**config.mk**
```make
export PLATFORM = sky130hd
export DESIGN_NAME = sb_burst_master
export DESIGN_NICKNAME = d
export VERILOG_FILES = /design/src/rtl/sb_bus_pkg.sv /design/src/rtl/sb_watchdog.sv /design/src/rtl/sb_burst_master.sv
export SDC_FILE = /design/constraint.sdc
export NUM_CORES = 1
export LEC_CHECK = 0
export BUFFER_PORTS_ARGS = -buffer_cell sky130_fd_sc_hd__clkbuf_2
export CORE_UTILIZATION = 45
export DETAILED_ROUTE_END_ITERATION = 16
export GPL_TIMING_DRIVEN = 1
export PLACE_DENSITY = 0.72
export SLEW_MARGIN = 20
export SYNTH_ARGS = -nofsm -noshare
export SYNTH_HDL_FRONTEND = slang
export SYNTH_SLANG_ARGS = --single-unit
```
**constraint.sdc**
```tcl
create_clock -name sb_clock_i -period 8.8 [get_ports sb_clock_i]
set_clock_uncertainty 0.05 [all_clocks]
set_input_delay 1.76 -clock sb_clock_i [delete_from_list [all_inputs] [get_ports sb_clock_i]]
set_output_delay 1.76 -clock sb_clock_i [all_outputs]
set_load 0.01 [all_outputs]
```
**src/rtl/sb_bus_pkg.sv**
```systemverilog
// Shared definitions for the system-bus master blocks.
// Holds the sequencer state encoding, bus field widths, the full-word
// byte-enable constant and the error-cause codes reported with done.
package sb_bus_pkg;

    localparam int SB_BURST_W = 8;
    localparam int SB_DATA_W  = 32;
    localparam int SB_BE_W    = 4;

    localparam logic [SB_BE_W-1:0] BE_WORD = 4'hF;

    typedef enum logic [2:0] {
        ST_IDLE,
        ST_REQ,
        ST_BEGIN,
        ST_READ,
        ST_WRITE,
        ST_WEND,
        ST_DONE
    } sb_state_e;

    typedef enum logic [2:0] {
        ERR_NONE,
        ERR_BUS,
        ERR_SHORT,
        ERR_TIMEOUT,
        ERR_COUNT
    } sb_err_e;

endpackage

```
**src/rtl/sb_watchdog.sv**
```systemverilog
// Resettable down-counter watchdog.
// Ports:
//   sys_clk : clock, rising edge
//   rst_n   : asynchronous active-low reset
//   en      : count this cycle
//   kick    : reload to LIMIT (has priority over en)
//   expire  : counter is on its last step; an enabled cycle now runs out
// LIMIT = 0 disables the watchdog (expire never asserts).
module sb_watchdog #(
    parameter int unsigned LIMIT = 1024
) (
    input  logic sys_clk,
    input  logic rst_n,
    input  logic en,
    input  logic kick,
    output logic expire
);

    generate
        if (LIMIT == 0) begin : g_disabled
            assign expire = 1'b0;
        end else begin : g_enabled
            localparam int CNT_W = $clog2(LIMIT + 1);

            logic [CNT_W-1:0] count_reg;

            always_ff @(posedge sys_clk or negedge rst_n) begin
                if (!rst_n) begin
                    count_reg <= '0;
                end else if (kick) begin
                    count_reg <= CNT_W'(LIMIT);
                end else if (en && (count_reg != '0)) begin
                    count_reg <= count_reg - CNT_W'(1);
                end
            end

            // Decoded from state only so the user can qualify it with its
            // own enable without forming a combinational loop.
            assign expire = (count_reg == CNT_W'(1));
        end
    endgenerate

endmodule

```
**src/rtl/sb_burst_master.sv**
```systemverilog
// System-bus burst master for the debug unit.
// Takes one command (direction, address, count) per valid/ready handshake,
// requests the bus, issues the begin cycle, streams data beats through the
// rd_* / wr_* ports, and pulses done_o (with err_o) at the end.
// Ports:
//   sb_clock_i / sb_reset_n_i       : clock, async active-low reset
//   cmd_*                           : command handshake (ready only in IDLE)
//   wr_data_i/wr_valid_i/wr_ready_o : write beat stream
//   rd_data_o/rd_valid_o            : read beat strobe (no backpressure)
//   done_o/err_o                    : completion pulse and status
//   sb_request_o/sb_grant_i         : arbiter handshake
//   sb_*_o / sb_*_i                 : OR'd system bus, zero when not owned
module sb_burst_master
    import sb_bus_pkg::*;
#(
    parameter int unsigned MAX_BEATS    = 256,
    parameter int unsigned DATA_TIMEOUT = 1024,
    localparam int         CNT_W        = $clog2(MAX_BEATS) + 1
) (
    input  logic                  sb_clock_i,
    input  logic                  sb_reset_n_i,
    input  logic                  cmd_valid_i,
    output logic                  cmd_ready_o,
    input  logic                  cmd_read_n_write_i,
    input  logic [SB_DATA_W-1:0]  cmd_address_i,
    input  logic [CNT_W-1:0]      cmd_count_i,
    input  logic [SB_DATA_W-1:0]  wr_data_i,
    input  logic                  wr_valid_i,
    output logic                  wr_ready_o,
    output logic [SB_DATA_W-1:0]  rd_data_o,
    output logic                  rd_valid_o,
    output logic                  done_o,
    output logic                  err_o,
    output logic                  sb_request_o,
    input  logic                  sb_grant_i,
    output logic                  sb_begin_transaction_o,
    output logic                  sb_end_transaction_o,
    output logic                  sb_data_valid_o,
    output logic                  sb_read_n_write_o,
    output logic [SB_DATA_W-1:0]  sb_address_data_o,
    output logic [SB_BE_W-1:0]    sb_byte_enables_o,
    output logic [SB_BURST_W-1:0] sb_burst_size_o,
    input  logic [SB_DATA_W-1:0]  sb_address_data_i,
    input  logic                  sb_end_transaction_i,
    input  logic                  sb_data_valid_i,
    input  logic                  sb_busy_i,
    input  logic                  sb_error_i
);

    sb_state_e state_reg, state_next;
    sb_err_e   cause_reg, cause_next;

    logic                  cmd_rnw_reg, cmd_rnw_next;
    logic [SB_DATA_W-1:0]  cmd_addr_reg, cmd_addr_next;
    logic [CNT_W-1:0]      cmd_count_reg, cmd_count_next;
    logic [CNT_W-1:0]      beat_cnt_reg, beat_cnt_next;   // beats on the bus
    logic [CNT_W-1:0]      load_cnt_reg, load_cnt_next;   // write beats taken in

    logic                  req_reg, req_next;
    logic                  begin_reg, begin_next;
    logic                  end_reg, end_next;
    logic                  dv_reg, dv_next;
    logic                  rnw_reg, rnw_next;
    logic [SB_DATA_W-1:0]  ad_reg, ad_next;
    logic [SB_BE_W-1:0]    be_reg, be_next;
    logic [SB_BURST_W-1:0] bs_reg, bs_next;

    logic [SB_DATA_W-1:0]  rd_data_reg, rd_data_next;
    logic                  rd_valid_reg, rd_valid_next;
    logic                  done_reg, done_next;
    logic                  ready_reg, ready_next;

    logic wr_ready;
    logic wd_en;
    logic wd_kick;
    logic wd_expire;
    logic count_bad;

    assign count_bad = (cmd_count_i == '0) || (cmd_count_i > CNT_W'(MAX_BEATS));

    sb_watchdog #(
        .LIMIT (DATA_TIMEOUT)
    ) u_watchdog (
        .sys_clk (sb_clock_i),
        .rst_n   (sb_reset_n_i),
        .en      (wd_en),
        .kick    (wd_kick),
        .expire  (wd_expire)
    );

    always_ff @(posedge sb_clock_i or negedge sb_reset_n_i) begin
        if (!sb_reset_n_i) begin
            state_reg     <= ST_IDLE;
            cause_reg     <= ERR_NONE;
            cmd_rnw_reg   <= 1'b0;
            cmd_addr_reg  <= '0;
            cmd_count_reg <= '0;
            beat_cnt_reg  <= '0;
            load_cnt_reg  <= '0;
            req_reg       <= 1'b0;
            begin_reg     <= 1'b0;
            end_reg       <= 1'b0;
            dv_reg        <= 1'b0;
            rnw_reg       <= 1'b0;
            ad_reg        <= '0;
            be_reg        <= '0;
            bs_reg        <= '0;
            rd_data_reg   <= '0;
            rd_valid_reg  <= 1'b0;
            done_reg      <= 1'b0;
            ready_reg     <= 1'b0;
        end else begin
            state_reg     <= state_next;
            cause_reg     <= cause_next;
            cmd_rnw_reg   <= cmd_rnw_next;
            cmd_addr_reg  <= cmd_addr_next;
            cmd_count_reg <= cmd_count_next;
            beat_cnt_reg  <= beat_cnt_next;
            load_cnt_reg  <= load_cnt_next;
            req_reg       <= req_next;
            begin_reg     <= begin_next;
            end_reg       <= end_next;
            dv_reg        <= dv_next;
            rnw_reg       <= rnw_next;
            ad_reg        <= ad_next;
            be_reg        <= be_next;
            bs_reg        <= bs_next;
            rd_data_reg   <= rd_data_next;
            rd_valid_reg  <= rd_valid_next;
            done_reg      <= done_next;
            ready_reg     <= ready_next;
        end
    end

    // Bus outputs are registered from the values computed on the transition
    // into a state, so each state sees its own bus values during its cycle.
    // Every bus field defaults to zero, which releases the OR'd bus.
    always_comb begin
        state_next     = state_reg;
        cause_next     = cause_reg;
        cmd_rnw_next   = cmd_rnw_reg;
        cmd_addr_next  = cmd_addr_reg;
        cmd_count_next = cmd_count_reg;
        beat_cnt_next  = beat_cnt_reg;
        load_cnt_next  = load_cnt_reg;
        begin_next     = 1'b0;
        end_next       = 1'b0;
        dv_next        = 1'b0;
        rnw_next       = 1'b0;
        ad_next        = '0;
        be_next        = '0;
        bs_next        = '0;
        rd_data_next   = rd_data_reg;
        rd_valid_next  = 1'b0;
        wr_ready       = 1'b0;
        wd_en          = 1'b0;
        wd_kick        = 1'b0;

        case (state_reg)
            ST_IDLE: begin
                cause_next = ERR_NONE;
                if (cmd_valid_i) begin
                    cmd_rnw_next   = cmd_read_n_write_i;
                    cmd_addr_next  = cmd_address_i;
                    cmd_count_next = cmd_count_i;
                    if (count_bad) begin
                        state_next = ST_DONE;
                        cause_next = ERR_COUNT;
                    end else begin
                        state_next = ST_REQ;
                    end
                end
            end

            ST_REQ: begin
                if (sb_grant_i) begin
                    state_next    = ST_BEGIN;
                    begin_next    = 1'b1;
                    ad_next       = cmd_addr_reg;
                    bs_next       = SB_BURST_W'(cmd_count_reg - CNT_W'(1));
                    be_next       = BE_WORD;
                    rnw_next      = cmd_rnw_reg;
                    beat_cnt_next = '0;
                    load_cnt_next = '0;
                end
            end

            ST_BEGIN: begin
                wd_kick = 1'b1;
                if (sb_error_i) begin
                    state_next = ST_DONE;
                    cause_next = ERR_BUS;
                end else begin
                    state_next = cmd_rnw_reg ? ST_READ : ST_WRITE;
                end
            end

            ST_READ: begin
                wd_kick = sb_data_valid_i || sb_end_transaction_i;
                wd_en   = !(sb_data_valid_i || sb_end_transaction_i);
                if (sb_error_i) begin
                    state_next = ST_DONE;
                    cause_next = ERR_BUS;
                end else begin
                    // Beats past the requested count are dropped silently.
                    if (sb_data_valid_i && (beat_cnt_reg < cmd_count_reg)) begin
                        rd_data_next  = sb_address_data_i;
                        rd_valid_next = 1'b1;
                        beat_cnt_next = beat_cnt_reg + CNT_W'(1);
                    end
                    if (sb_end_transaction_i) begin
                        state_next = ST_DONE;
                        cause_next = (beat_cnt_next < cmd_count_reg) ? ERR_SHORT : ERR_NONE;
                    end else if (wd_en && wd_expire) begin
                        state_next = ST_DONE;
                        cause_next = ERR_TIMEOUT;
                    end
                end
            end

            ST_WRITE: begin
                if (sb_error_i) begin
                    state_next = ST_DONE;
                    cause_next = ERR_BUS;
                end else begin
                    // The data register can take a new beat when it is empty
                    // or its current beat leaves this cycle.
                    wr_ready = (!dv_reg || !sb_busy_i) && (load_cnt_reg < cmd_count_reg);
                    if (dv_reg && sb_busy_i) begin
                        dv_next = 1'b1;
                        ad_next = ad_reg;
                    end else if (wr_ready && wr_valid_i) begin
                        dv_next       = 1'b1;
                        ad_next       = wr_data_i;
                        load_cnt_next = load_cnt_reg + CNT_W'(1);
                    end
                    if (dv_reg && !sb_busy_i) begin
                        beat_cnt_next = beat_cnt_reg + CNT_W'(1);
                        if (beat_cnt_next == cmd_count_reg) begin
                            state_next = ST_WEND;
                            end_next   = 1'b1;
                        end
                    end
                end
            end

            ST_WEND: begin
                state_next = ST_DONE;
                if (sb_error_i) begin
                    cause_next = ERR_BUS;
                end
            end

            ST_DONE: begin
                state_next = ST_IDLE;
            end

            default: begin
                state_next = ST_IDLE;
            end
        endcase

        req_next   = (state_next == ST_REQ);
        done_next  = (state_next == ST_DONE);
        ready_next = (state_next == ST_IDLE);
    end

    assign cmd_ready_o            = ready_reg;
    assign wr_ready_o             = wr_ready;
    assign rd_data_o              = rd_data_reg;
    assign rd_valid_o             = rd_valid_reg;
    assign done_o                 = done_reg;
    assign err_o                  = done_reg && (cause_reg != ERR_NONE);
    assign sb_request_o           = req_reg;
    assign sb_begin_transaction_o = begin_reg;
    assign sb_end_transaction_o   = end_reg;
    assign sb_data_valid_o        = dv_reg;
    assign sb_read_n_write_o      = rnw_reg;
    assign sb_address_data_o      = ad_reg;
    assign sb_byte_enables_o      = be_reg;
    assign sb_burst_size_o        = bs_reg;

endmodule

```
==> metrics.csv <==
stage,metric,value,unit
clocking,clk sink count,157,
floorplan,DIE AREA,17900,µm²
floorplan,I/O pin count,201,
hold_path,hold_sp,rd_data_o[4],
synthesis,synthesized area,7820,µm²
synthesis,syn avg cell area,11.2,µm²
sta,Tmin final,4.89,ns
placed_design,global placement routability congestion,0.924,
grt,GRT Overall Usage,22.4,%
grt,largest net degree at the start of global routing,106,
floorplan,chip height,134,µm
sta,"Period Utilization, post-route",55.6,%
sta,worst setup margin,3.91,ns
routing,Pre-antenna DRT Iters,7,
clocking,cts hold-fix bufs,0,
run,MaxCap Viol Count,0,
critical_path,Worst setup EP type,output pin,
floorplan,Rows,47,
synthesis,yosys warns,0,
critical_path,RR Startpoint,cmd_count_reg[6],
cells_and_area,number of nets in the layout,1027,
pwr,NetSw,1.04,mW
placed_design,placed instance area,8960,µm²
run_status,status,completed,
pwr,part of the power in combinational logic,35.2,%
routing,Post-route DRC,0,
sta,pins over their slew limit,0,
routing,Vias,6100,
routing,ANT nets after route,0,
pwr,Flop pwr share,40.1,%
clocking,CTS tree,done,
critical_path,Reg2Reg Setup Slack,4.82,ns
critical_path,R2R Path End,cause_reg[1],
cells_and_area,layout cells sized above 1,35.9,%
hold_path,hold path endpoint,rd_data_o[4],
hold_path,WHS Path Cells,1,
cells_and_area,fin cells,1115,
sta,RSZ-0062 raised after global routing,false,
pwr,Tot Pwr,2.86,mW
grt,GRT overflow,0,
sta,Setup TNS,0,ns
synthesis,register area share after synthesis,50.2,%
cells_and_area,Area growth syn-to-layout,21.9,%
clocking,clk root buf,clkbuf_16,
critical_path,CP top delay family,simple AND/OR/NAND/NOR gates,
critical_path,Startpoint Class,input port,
sta,Worst Tran Pin Value,0.960,ns
floorplan,initial core utilization,46.7,%
critical_path,worst-path maximum fanout,12,
critical_path,crit path cell chain,clkbuf_2 > nor4b_2 > a21boi_4 > nor3b_1 > clkbuf_2,
synthesis,ys async rst share,100,%
routing,aggregate routed wire length,19100,µm
sta,final setup violation count,0,
placed_design,Inst Count DP,1083,
critical_path,Buffers & Inverters on Critical Path,2,
pwr,Clk pwr share,24.7,%
pwr,Net Sw Frac,36.2,%
cells_and_area,Antenna diodes,0,
sta,f_max,0.205,GHz
pwr,Pwr per Cell Area,300,nW/µm²
synthesis,post-synthesis register bit count,157,
grt,vias in the first global route,6203,
floorplan,core area,16800,µm²
sta,Final Hold Slack,0.453,ns
cells_and_area,fin util,56.9,%
cells_and_area,cell area after layout,9530,µm²
critical_path,Critical Path AT,3.08,ns
synthesis,Post-synth top flop,dfrtp_1,
critical_path,crit path kind,in2out,
routing,DR WL/cell,17.1,µm
grt,initial antenna violation count,0,
routing,Starting DRT DRC Count,339,
placed_design,Port Buffers,200,
clocking,CTS max path bufs,2,
synthesis,Cells after Synth,696,
clocking,Resize count post-CTS,0,
sta,Slew HR,36.0,%
clocking,total CTS buffers,17,
critical_path,R2R cell count,14,
clocking,Post-CTS Setup Bufs,0,
critical_path,"Slowest-stage cell, CP",nor4b_2,
clocking,Worst-Skew Late Latency,0.42,ns
critical_path,"most used cell, CP",clkbuf_2,
pwr,Internal Power,1.82,mW
hold_path,worst hold path type,reg2reg,
grt,first-pass GRT wire length,31600,µm
synthesis,unique cell type count in the Yosys netlist,61,
placed_design,Detailed Place HPWL,13600,µm
sta,final hold vios,0,
synthesis,syn_nets,841,
cells_and_area,fillers,1459,
pwr,Leakage,4.94,nW
critical_path,WP data required,6.99,ns
synthesis,"EDFF count, synth",0,
critical_path,Critical Path Max Stage Delay,0.40,ns
routing,vias per cell,5.47,
pwr,Max rail drop VDD,164,µV
floorplan,Die W,134,µm
placed_design,pre-CTS setup slack,3.90,ns
clocking,H-tree depth,4,
clocking,Clock Pin Slew Worst Setup and Hold Paths,0.06,ns
## routing by layer
metal  GRT usage [%]  up-vias  part of all wire, %
li1                -     2892                    -
met1            29.5     2977                   44
met2            35.3      213                   47
met3            7.41       18                  8.1
met4            6.44        0                  1.0
met5               0        -                    0
## placed cells by master (no fill, tap or decap), types with 6 or more instances in the layout
master	n
nand2_1	40
ha_1	30
nor3_1	10
and3_1	7
and2_1	10
o21ai_0	30
xnor2_1	23
or2_2	6
nand3_1	12
or4_1	8
o31ai_1	8
inv_1	28
nand2b_1	10
nand4_1	8
nor4_1	6
a21o_1	37
nor2_1	32
a22o_1	36
o211ai_1	8
dfrtp_1	157
a21oi_1	21
a221oi_1	7
clkbuf_16	17
mux2_2	67
buf_4	8
clkbuf_2	199
## cells in the mapped netlist (7+ instances only)
cell	count	area [µm²]
nor3_1	11	55.1
xnor2_1	23	201
o21ai_0	30	150
and2_1	10	62.6
a22o_1	36	315
nand2_1	40	150
nand3_1	12	60.1
or4_1	8	60.1
o211ai_1	8	60.1
a21o_1	37	278
o31ai_1	8	60.1
and3_1	7	43.8
nor2_1	32	120
a221oi_1	7	61.3
nand4_1	8	50.1
clkbuf_1	25	93.8
nand2b_1	10	62.6
dfrtp_1	157	3930
mux2_2	67	754
a21oi_1	21	105
ha_1	30	375
inv_1	28	105
## power by group through the flow
stage               registers (mW)  logic (mW)  clock network (mW)
floorplan                     1.10       0.758                   0
global placement              1.15       0.985                   0
detailed placement            1.16        1.01                   0
CTS                           1.15        1.01               0.722
global route                  1.18        1.13               0.754
finish                        1.15        1.01               0.707
## worst max-delay path by stage
stage               startpoint          to  slack, ns  depth (start not counted)
CTS                 sb_error_i  wr_ready_o       3.88                          5
floorplan           sb_error_i  wr_ready_o       4.17                          4
detailed placement  sb_error_i  wr_ready_o       3.90                          5
global placement    sb_error_i  wr_ready_o       3.89                          5
finish              sb_error_i  wr_ready_o       3.91                          5
global route        sb_error_i  wr_ready_o       3.79                          5
## logic make-up (layout without fill, tap and decap cells)
kind of cell             after synthesis  count (layout)  synth area share (%)
XOR/XNOR                              24              24                  2.69
AO/OA/AOI/OAI                        174             174                  16.2
flip-flops                           157             157                  50.2
adder cells (fa/ha/maj)               30              30                  4.80
multiplexers                          71              71                  10.2
buffers and inverters                 69             268                  4.08
AND/OR/NAND/NOR                      171             171                  11.9
## layout make-up
cell class | instances | area [µm²] | share of cell area (%)
clock buffers | 21 | 460 | 4.83
inverters | 28 | 105 | 1.10
flip-flops and latches | 157 | 3930 | 41.2
multi-input cells | 470 | 3580 | 37.6
repair buffers | 208 | 1070 | 11.2
clock inverters | 11 | 109 | 1.14
well taps | 220 | 275 | 2.89
(Power assumes the default switching activity.)
